[config.mk]
export PLATFORM = sky130hd
export DESIGN_NAME = lfsr_rng_arbiter
export DESIGN_NICKNAME = d
export VERILOG_FILES = /design/src/rtl/lfsr_pkg.sv /design/src/rtl/lfsr_core.sv /design/src/rtl/lfsr_rng_arbiter.sv
export SDC_FILE = /design/constraint.sdc
export NUM_CORES = 1
export LEC_CHECK = 0
export CORE_MARGIN = 2
export CORE_UTILIZATION = 40
export CTS_BUF_LIST = sky130_fd_sc_hd__clkbuf_4
export DETAILED_ROUTE_END_ITERATION = 12
export HOLD_SLACK_MARGIN = 0.12
export PLACE_DENSITY = 0.7
export SYNTH_ARGS = -nofsm -noshare
export SYNTH_HDL_FRONTEND = slang
export SYNTH_HIERARCHICAL = 1
export SYNTH_SLANG_ARGS = --single-unit
[constraint.sdc]
create_clock -name clk -period 2.7 [get_ports clk]
set_clock_uncertainty 0.15 [all_clocks]
set_input_delay 0.81 -clock clk [delete_from_list [all_inputs] [get_ports clk]]
set_output_delay 0.81 -clock clk [all_outputs]
set_load 0.02 [all_outputs]
[src/rtl/lfsr_pkg.sv]
// Shared definitions for the LFSR random-number arbiter slice.
// Holds the arbiter FSM state encoding and the LFSR default seed.
package lfsr_pkg;

    typedef enum logic [1:0] {
        ST_SERVE  = 2'd0,
        ST_SEED   = 2'd1,
        ST_WARMUP = 2'd2
    } state_t;

    localparam int DEFAULT_SEED = 1;

endpackage

[src/rtl/lfsr_core.sv]
// Shift-right LFSR register; load has priority over step, holds otherwise.
// Ports: clk, areset (async, active-low), step, load, load_value, q.
module lfsr_core
    import lfsr_pkg::*;
#(
    parameter int No_of_Bits = 5
) (
    input  logic                  clk,
    input  logic                  areset,
    input  logic                  step,
    input  logic                  load,
    input  logic [No_of_Bits-1:0] load_value,
    output logic [No_of_Bits-1:0] q
);

    logic [No_of_Bits-1:0] r_q;
    logic [No_of_Bits-1:0] w_next;

    assign w_next = {^r_q[No_of_Bits-2:0], r_q[No_of_Bits-1:1]};

    always_ff @(posedge clk or negedge areset) begin
        if (!areset) begin
            r_q <= No_of_Bits'(DEFAULT_SEED);
        end else if (load) begin
            r_q <= load_value;
        end else if (step) begin
            r_q <= w_next;
        end
    end

    assign q = r_q;

endmodule

[src/rtl/lfsr_rng_arbiter.sv]
// Round-robin sharing of one LFSR among N_REQ requesters, with seeding and warm-up.
// Ports: clk, areset, seed_load, seed_value, req -> gnt, rnd_out, busy.
module lfsr_rng_arbiter
    import lfsr_pkg::*;
#(
    parameter int No_of_Bits    = 5,
    parameter int N_REQ         = 4,
    parameter int WARMUP_CYCLES = 8
) (
    input  logic                  clk,
    input  logic                  areset,
    input  logic                  seed_load,
    input  logic [No_of_Bits-1:0] seed_value,
    input  logic [N_REQ-1:0]      req,
    output logic [N_REQ-1:0]      gnt,
    output logic [No_of_Bits-1:0] rnd_out,
    output logic                  busy
);

    localparam int PW  = $clog2(N_REQ);
    localparam int WCW = (WARMUP_CYCLES < 2) ? 1 : $clog2(WARMUP_CYCLES + 1);

    // Rotate so rr_ptr sits at bit 0, keep the lowest set bit, rotate back.
    function automatic logic [N_REQ-1:0] rr_pick(
        input logic [N_REQ-1:0] r,
        input logic [PW-1:0]    p
    );
        logic [2*N_REQ-1:0] dbl;
        logic [N_REQ-1:0]   rot;
        logic [N_REQ-1:0]   pk;
        dbl = {r, r} >> p;
        rot = dbl[N_REQ-1:0];
        pk  = rot & (~rot + N_REQ'(1));
        dbl = {pk, pk} << p;
        return dbl[2*N_REQ-1:N_REQ];
    endfunction

    function automatic logic [PW-1:0] oh2idx(input logic [N_REQ-1:0] oh);
        logic [PW-1:0] idx;
        idx = '0;
        for (int k = 0; k < N_REQ; k++) begin
            if (oh[k]) idx = PW'(k);
        end
        return idx;
    endfunction

    state_t                r_state;
    state_t                w_state_nxt;
    logic [N_REQ-1:0]      r_gnt;
    logic [N_REQ-1:0]      w_gnt_nxt;
    logic [No_of_Bits-1:0] r_rnd;
    logic [PW-1:0]         r_ptr;
    logic [PW-1:0]         w_ptr_nxt;
    logic [WCW-1:0]        r_cnt;
    logic [WCW-1:0]        w_cnt_nxt;
    logic [No_of_Bits-1:0] r_seed;
    logic [No_of_Bits-1:0] w_seed_eff;
    logic [No_of_Bits-1:0] w_q;
    logic [N_REQ-1:0]      w_pick;
    logic [PW-1:0]         w_gidx;
    logic                  w_step;
    logic                  w_load;

    lfsr_core #(
        .No_of_Bits(No_of_Bits)
    ) u_core (
        .clk       (clk),
        .areset    (areset),
        .step      (w_step),
        .load      (w_load),
        .load_value(w_seed_eff),
        .q         (w_q)
    );

    // All-zero seed would lock the LFSR; substitute the default.
    assign w_seed_eff = (r_seed == '0) ? No_of_Bits'(DEFAULT_SEED) : r_seed;

    assign w_pick    = rr_pick(req, r_ptr);
    assign w_gidx    = oh2idx(w_pick);
    assign w_ptr_nxt = (w_gidx == PW'(N_REQ - 1)) ? '0 : w_gidx + PW'(1);

    always_comb begin
        w_state_nxt = r_state;
        w_gnt_nxt   = '0;
        w_cnt_nxt   = r_cnt;
        w_step      = 1'b0;
        w_load      = 1'b0;
        unique case (r_state)
            ST_SERVE: begin
                if (seed_load) begin
                    w_state_nxt = ST_SEED;
                end else if (|req) begin
                    w_gnt_nxt = w_pick;
                    w_step    = 1'b1;
                end
            end
            ST_SEED: begin
                // A repeated pulse keeps us here; the newest seed is used.
                if (!seed_load) begin
                    w_load    = 1'b1;
                    w_cnt_nxt = WCW'(WARMUP_CYCLES);
                    w_state_nxt = (WARMUP_CYCLES > 0) ? ST_WARMUP : ST_SERVE;
                end
            end
            ST_WARMUP: begin
                if (seed_load) begin
                    w_state_nxt = ST_SEED;
                end else begin
                    w_step    = 1'b1;
                    w_cnt_nxt = r_cnt - WCW'(1);
                    if (r_cnt == WCW'(1)) w_state_nxt = ST_SERVE;
                end
            end
            default: w_state_nxt = ST_SERVE;
        endcase
    end

    always_ff @(posedge clk or negedge areset) begin
        if (!areset) begin
            r_state <= ST_SERVE;
            r_gnt   <= '0;
            r_rnd   <= '0;
            r_ptr   <= '0;
            r_cnt   <= '0;
            r_seed  <= '0;
        end else begin
            r_state <= w_state_nxt;
            r_gnt   <= w_gnt_nxt;
            r_cnt   <= w_cnt_nxt;
            if (seed_load) r_seed <= seed_value;
            if (|w_gnt_nxt) begin
                r_rnd <= w_q;
                r_ptr <= w_ptr_nxt;
            end
        end
    end

    assign gnt     = r_gnt;
    assign rnd_out = r_rnd;
    assign busy    = (r_state != ST_SERVE);

endmodule

==> reports/metrics.yaml, run 1 <==
route:
  postRouteAntennaNets: 0
  totalWireLength_mm: 2.54
  vias: 1065
  wl_per_cell_um: 12.0
  route.detailed.drc: 0
  firstDrtPassIters: 4
  viasPerCell: 5.05
  drt-initial-drc-count: 49
job:
  timing.max_cap.violations: 0
sta:
  tightest_slew_ns: 0.853
  finalWorstSetupSlack_ns: 0.138
  tns_ns: 0
  setup_viol: 0
  rsz0062_at_grt: "false"
  fin_crit_ns: 2.56
  hold_viol_final: 0
  fin_crit_sh_pct: 94.9
  max_freq_ghz: 0.390
  slew_headroom_pct: 42.7
  slew_viol_final: 0
synthesis:
  post_synth_instance_area_um2: 1340
  synth_flop_cell: "dfrtp_1"
  seq_area_frac_synth_pct: 50.5
  syn-instance-count: 146
  yosysWarnings: 6
  synth_area_per_cell_um2: 9.19
  synthArstFlopShare_pct: 100
  synth_cell_types: 36
  synth_edf_count: 0
  syn-num-nets: 160
  ys_ff_latch: 27
setup_path:
  crit_start: "r_state[1]"
  critical_path_class: "reg -> out"
  r2r_start: "r_state[0]"
  cp_max_fo: 8
  crit_required_ns: 1.74
  end_kind: "output port"
  worst-endpoint-arrival_ns: 1.60
  startpoint_type: "flip-flop"
placed_design:
  post-place-ws_ns: -0.178
  gp_congestion: 0.757
  io_buffers: 21
  placed_cells: 207
  hpwlAfterDp_mm: 1.88
  placed_cell_area_um2: 1600
power:
  clkPwrFrac_pct: 14.6
  p_per_area_nw_per_um2: 725
  peakVddDrop_mv: 0.251
  p_int_uw: 764
  p_leak_uw: 0.000711
  combPwrFrac_pct: 34.0
  p_sw_uw: 418
  power_frac_seq_pct: 51.4
  swShare_pct: 35.4
cts:
  cts_made_buffers: 3
  cts_tree: "done"
  cts_root_buffer: "clkbuf_4"
  cts_sinks: 27
  hold_buffers: 0
  h-tree-depth: 1
  cts_setup_buffers: 0
  clk_pin_slew_worst_paths_ns: 0.15
  cts_buffer_depth: 2
  cts_resized: 0
  clk_latency_ns: 0.32
die:
  die_w_um: 61.9
  core-area_um2: 3280
  rows: 21
  chipHeight_um: 61.9
  ios: 22
  initial_utilization_pct: 40.8
  die-area_um2: 3830
final_layout:
  fin_cells: 211
  fill_cells: 313
  fin_area_um2: 1630
  syn2layout_area_growth_pct: 21.5
  antennaDiodeCount: 0
  final_nets: 180
  drive_above_1_share_pct: 12.7
min_path:
  worstHoldStart: "rnd_out[1]"
  hold_class: "reg -> reg"
grt:
  grt_max_degree: 28
  grtUsageTotal_pct: 14.5
  grt_pass1_vias: 1001
  overflow: 0
  grt_pass1_wl_mm: 4.18
  grt_antenna_before_repair: 0
status:
  status: "finished clean"
## Yosys cell counts, drive strengths merged, types with 2 or more instances
cell type  instances  area share, %
nand2             26            7.3
buf                3            1.6
nor3               6            2.2
clkbuf            10            2.8
mux2               4            3.4
o21ai             13            4.9
xor2               2            1.3
nor2b              2           0.93
dfrtp             26             49
mux2i              4            3.0
o211ai             2            1.1
nor2              11            3.5
ha                 2            1.9
a21oi             10            3.7
inv                7            2.0
a31oi              2            1.4
## cell families (layout without fill, tap and decap cells)
| logic type | count (synthesis) | in the layout | share of synthesized area (%) |
|---|---|---|---|
| simple gates | 51 | 51 | 17.3 |
| compound gates | 35 | 35 | 15.8 |
| flops | 27 | 27 | 50.5 |
| buf+inv | 20 | 39 | 6.34 |
| mux | 8 | 8 | 6.34 |
| xor+xnor | 3 | 3 | 1.96 |
| fa+ha+maj | 2 | 2 | 1.87 |
## placed cells by master (no fill, tap or decap), types with 2 or more instances in the layout
cell | Yosys | layout
nor2b_1 | 2 | 2
mux2i_1 | 4 | 4
nor2_1 | 9 | 9
dfrtp_1 | 26 | 26
mux2_2 | 4 | 4
o21ai_0 | 12 | 12
clkbuf_4 | 0 | 3
ha_1 | 2 | 2
clkdlybuf4s50_1 | 0 | 21
inv_1 | 7 | 7
nor2_2 | 2 | 2
a21oi_1 | 10 | 10
nand2_1 | 26 | 26
buf_4 | 0 | 7
nor3_1 | 6 | 6
xor2_1 | 2 | 2
o211ai_1 | 2 | 2
## path summary, 6_finish.rpt
kind | slack [ns] | to | cells past startpoint
max in group asynchronous | 1.40 | u_core/q[0] | 2
setup reg to reg | 0.80 | u_core/q[2] | 4
setup / recovery | 0.14 | busy | 3
min in group asynchronous | 0.70 | gnt[2] | 2
hold / removal | 0.34 | rnd_out[1] | 2
hold reg to reg | 0.34 | rnd_out[1] | 2
## sequential cells by signal, indices dropped and copies added, names as in the netlist
name and flops:
r_seed 5, r_cnt 4, u_core/q 5, r_state 2
gnt 4, r_ptr 2, rnd_out 5
## per-stage QoR
stage | utilization [%] | hold WS [ns] | total power, µW
2_1_floorplan | - | 0.301 | 869
3_3_place_gp | 48.8 | 0.312 | 998
3_5_place_dp | 48.8 | 0.317 | 1020
4_1_cts | 49.6 | 0.353 | 1200
5_1_grt | 49.6 | 0.380 | 1270
6_report | 49.6 | 0.344 | 1180
## layer usage
metal,global-route usage (%),share of wire (%),wire (µm),vias to the layer above
met1,18.3,46,1180,512
met5,0,0,0,-
met3,2.48,3.5,90,2
met4,4.56,0.83,21,0
li1,-,-,-,526
met2,25.4,49,1250,25
## power groups by stage
| stage | Clock, µW | Combinational (µW) | Sequential (µW) |
|---|---|---|---|
| 2_1_floorplan | 0 | 255 | 613 |
| 3_3_place_gp | 0 | 391 | 607 |
| 3_5_place_dp | 0 | 405 | 617 |
| 4_1_cts | 185 | 408 | 608 |
| 5_1_grt | 195 | 449 | 623 |
| 6_report | 173 | 402 | 607 |
## layout make-up
type	instances	area (µm²)	area share [%]
Clock inverter	1	5.00	0.307
Timing Repair Buffer	28	263	16.1
Sequential cell	27	677	41.5
Clock buffer	3	22.5	1.38
Tap cell	46	57.6	3.53
Multi-Input combinational cell	99	579	35.5
Inverter	7	26.3	1.61
## worst max-delay path, cell delays in order, from the launching register on
cell and delay (ns):
dfrtp_1 0.49, nor2_1 0.20, inv_1 0.06, clkdlybuf4s50_1 0.53
No activity file was read; power rests on OpenSTA's default activity.
==> inputs of run 2 (changes only) <==
--- a/config.mk
+++ b/config.mk
@@ -5,6 +5,7 @@
 export SDC_FILE = /design/constraint.sdc
 export NUM_CORES = 1
 export LEC_CHECK = 0
+export CORE_ASPECT_RATIO = 0.75
 export CORE_MARGIN = 2
 export CORE_UTILIZATION = 40
 export CTS_BUF_LIST = sky130_fd_sc_hd__clkbuf_4
==> run 2 against run 1 <==
  * Count of clock-buffer cells in the layout unchanged
  * Hold slack better by 0.0030 ns
  * Critical path type unchanged
  * Highest routed layer unchanged
  * Die area up 0.13%
  * Total power up 0.56%
  * Worst setup slack better by 0.0084 ns
  * Via count about the same
  * Critical endpoint unchanged
  * Non-clock buffer count up 2
  * Utilization up 0.94 points
  * Largest power group unchanged
  * Sequential power about the same
  * Flip-flop and latch count unchanged
  * Clock power up 4%
==> reports/metrics.yaml, run 2 (synthesized netlist as in run 1, its figures left out) <==
die:
  ios: 22
  chipHeight_um: 54.2
  die_w_um: 70.9
  die-area_um2: 3840
  rows: 18
  initial_utilization_pct: 41.4
  core-area_um2: 3240
power:
  p_sw_uw: 421
  combPwrFrac_pct: 34.1
  power_frac_seq_pct: 50.8
  p_leak_uw: 0.000717
  clkPwrFrac_pct: 15.1
  p_per_area_nw_per_um2: 724
  peakVddDrop_mv: 0.587
  power.total_uw: 1190
  p_int_uw: 767
  swShare_pct: 35.4
cts:
  cts_sinks: 27
  h-tree-depth: 1
  cts_setup_buffers: 0
  cts_tree: "done"
  cts_buffer_depth: 2
  clk_latency_ns: 0.34
  clk_pin_slew_worst_paths_ns: 0.14
  hold_buffers: 0
  cts_root_buffer: "clkbuf_4"
  cts_made_buffers: 3
  cts_resized: 0
placed_design:
  placed_cell_area_um2: 1610
  gp_congestion: 0.801
  io_buffers: 21
  hpwlAfterDp_mm: 1.97
  post-place-ws_ns: -0.0352
setup_path:
  rrSetupSlack_ns: 0.85
  path_cells: "nor2_1, inv_1, clkdlybuf4s50_1"
  worst-endpoint-arrival_ns: 1.59
  startpoint_type: "flip-flop"
  r2r_start: "r_state[0]"
  cp_max_fo: 8
  max_stage_delay_ns: 0.53
  slowest_stage: "clkdlybuf4s50_1"
  crit_start: "r_state[1]"
  r2r-end: "u_core/q[4]"
  end_kind: "output port"
  reg2reg_depth: 5
  critical_path_class: "reg -> out"
  crit_required_ns: 1.74
final_layout:
  syn2layout_area_growth_pct: 22.3
  drive_above_1_share_pct: 13.8
  final_nets: 182
  fin_area_um2: 1640
  mostFrequentLayoutCells: "nand2_1, dfrtp_1, clkdlybuf4s50_1"
  antennaDiodeCount: 0
  final_core_util_pct: 50.6
route:
  viasPerCell: 5.15
  postRouteAntennaNets: 0
  wl_per_cell_um: 12.3
  vias: 1066
  route.detailed.drc: 0
  drt-initial-drc-count: 35
  firstDrtPassIters: 4
  totalWireLength_mm: 2.54
grt:
  overflow: 0
  grtUsageTotal_pct: 14.6
  grt_pass1_wl_mm: 4.35
  grt_max_degree: 28
  grt_pass1_vias: 1017
  grt_antenna_before_repair: 0
sta:
  slew_headroom_pct: 44.0
  setup_viol: 0
  fin_crit_sh_pct: 94.6
  max_freq_ghz: 0.392
  hold_viol_final: 0
  finalWorstSetupSlack_ns: 0.147
  rsz0062_at_grt: "false"
  slew_viol_final: 0
  fin_crit_ns: 2.55
  tns_ns: 0
  tightest_slew_ns: 0.833
min_path:
  worstHoldStart: "rnd_out[4]"
  hold_class: "reg -> reg"
  hold_end: "rnd_out[4]"
  whs_path_depth: 2
status:
  status: "finished clean"
job:
  timing.max_cap.violations: 0
[run 2: cell types whose count changed in the layout (fill, tap and decap cells not counted)]
cell        before  now
buf_4            7    9
clkinv_2         1    0
clkinvlp_4       0    1
[run 2: power by group through the flow]
| stage | combinational [µW] | sequential [µW] | clock (µW) |
|---|---|---|---|
| 6_report | 405 | 604 | 180 |
| 2_1_floorplan | 255 | 613 | 0 |
| 3_3_place_gp | 393 | 607 | 0 |
| 5_1_grt | 452 | 622 | 204 |
| 4_1_cts | 409 | 603 | 191 |
| 3_5_place_dp | 406 | 613 | 0 |
[run 2: final cells by class]
type / instances / area [µm²]
multi-input cells: 99 / 579
repair buffers: 30 / 278
fillers: 314 / 1600
flip-flops and latches: 27 / 677
well taps: 40 / 50.0
clock buffers: 3 / 22.5
clock inverters: 1 / 7.51
inverters: 7 / 26.3
[run 2: worst max path at each step]
stage / depth (start not counted) / to / slack, ns
floorplan: 7 / u_core/q[4] / 0.56
global route: 3 / busy / 0.06
CTS: 3 / busy / 0.13
global placement: 6 / u_core/q[3] / 0.01
detailed placement: 6 / u_core/q[1] / -0.04
finish: 3 / busy / 0.15
[run 2: stage by stage]
step / cells / hold slack (ns)
floorplan: 146 / 0.301
global placement: 203 / 0.315
detailed placement: 203 / 0.317
CTS: 207 / 0.352
global route: 207 / 0.364
finish: 207 / 0.347
[run 2: layer usage]
layer / vias up / wire [µm] / track usage [%]
met2: 21 / 1200 / 25.2
met4: 0 / 23 / 5.66
li1: 535 / - / -
met3: 5 / 121 / 4.68
met1: 505 / 1200 / 17.4
met5: - / 0 / 0
[run 2: worst max-delay path: cells and delay by family (launching register included)]
kind,cells,cell delay (ns)
simple gates,1,0.20
buf+inv,2,0.59
flops,1,0.48
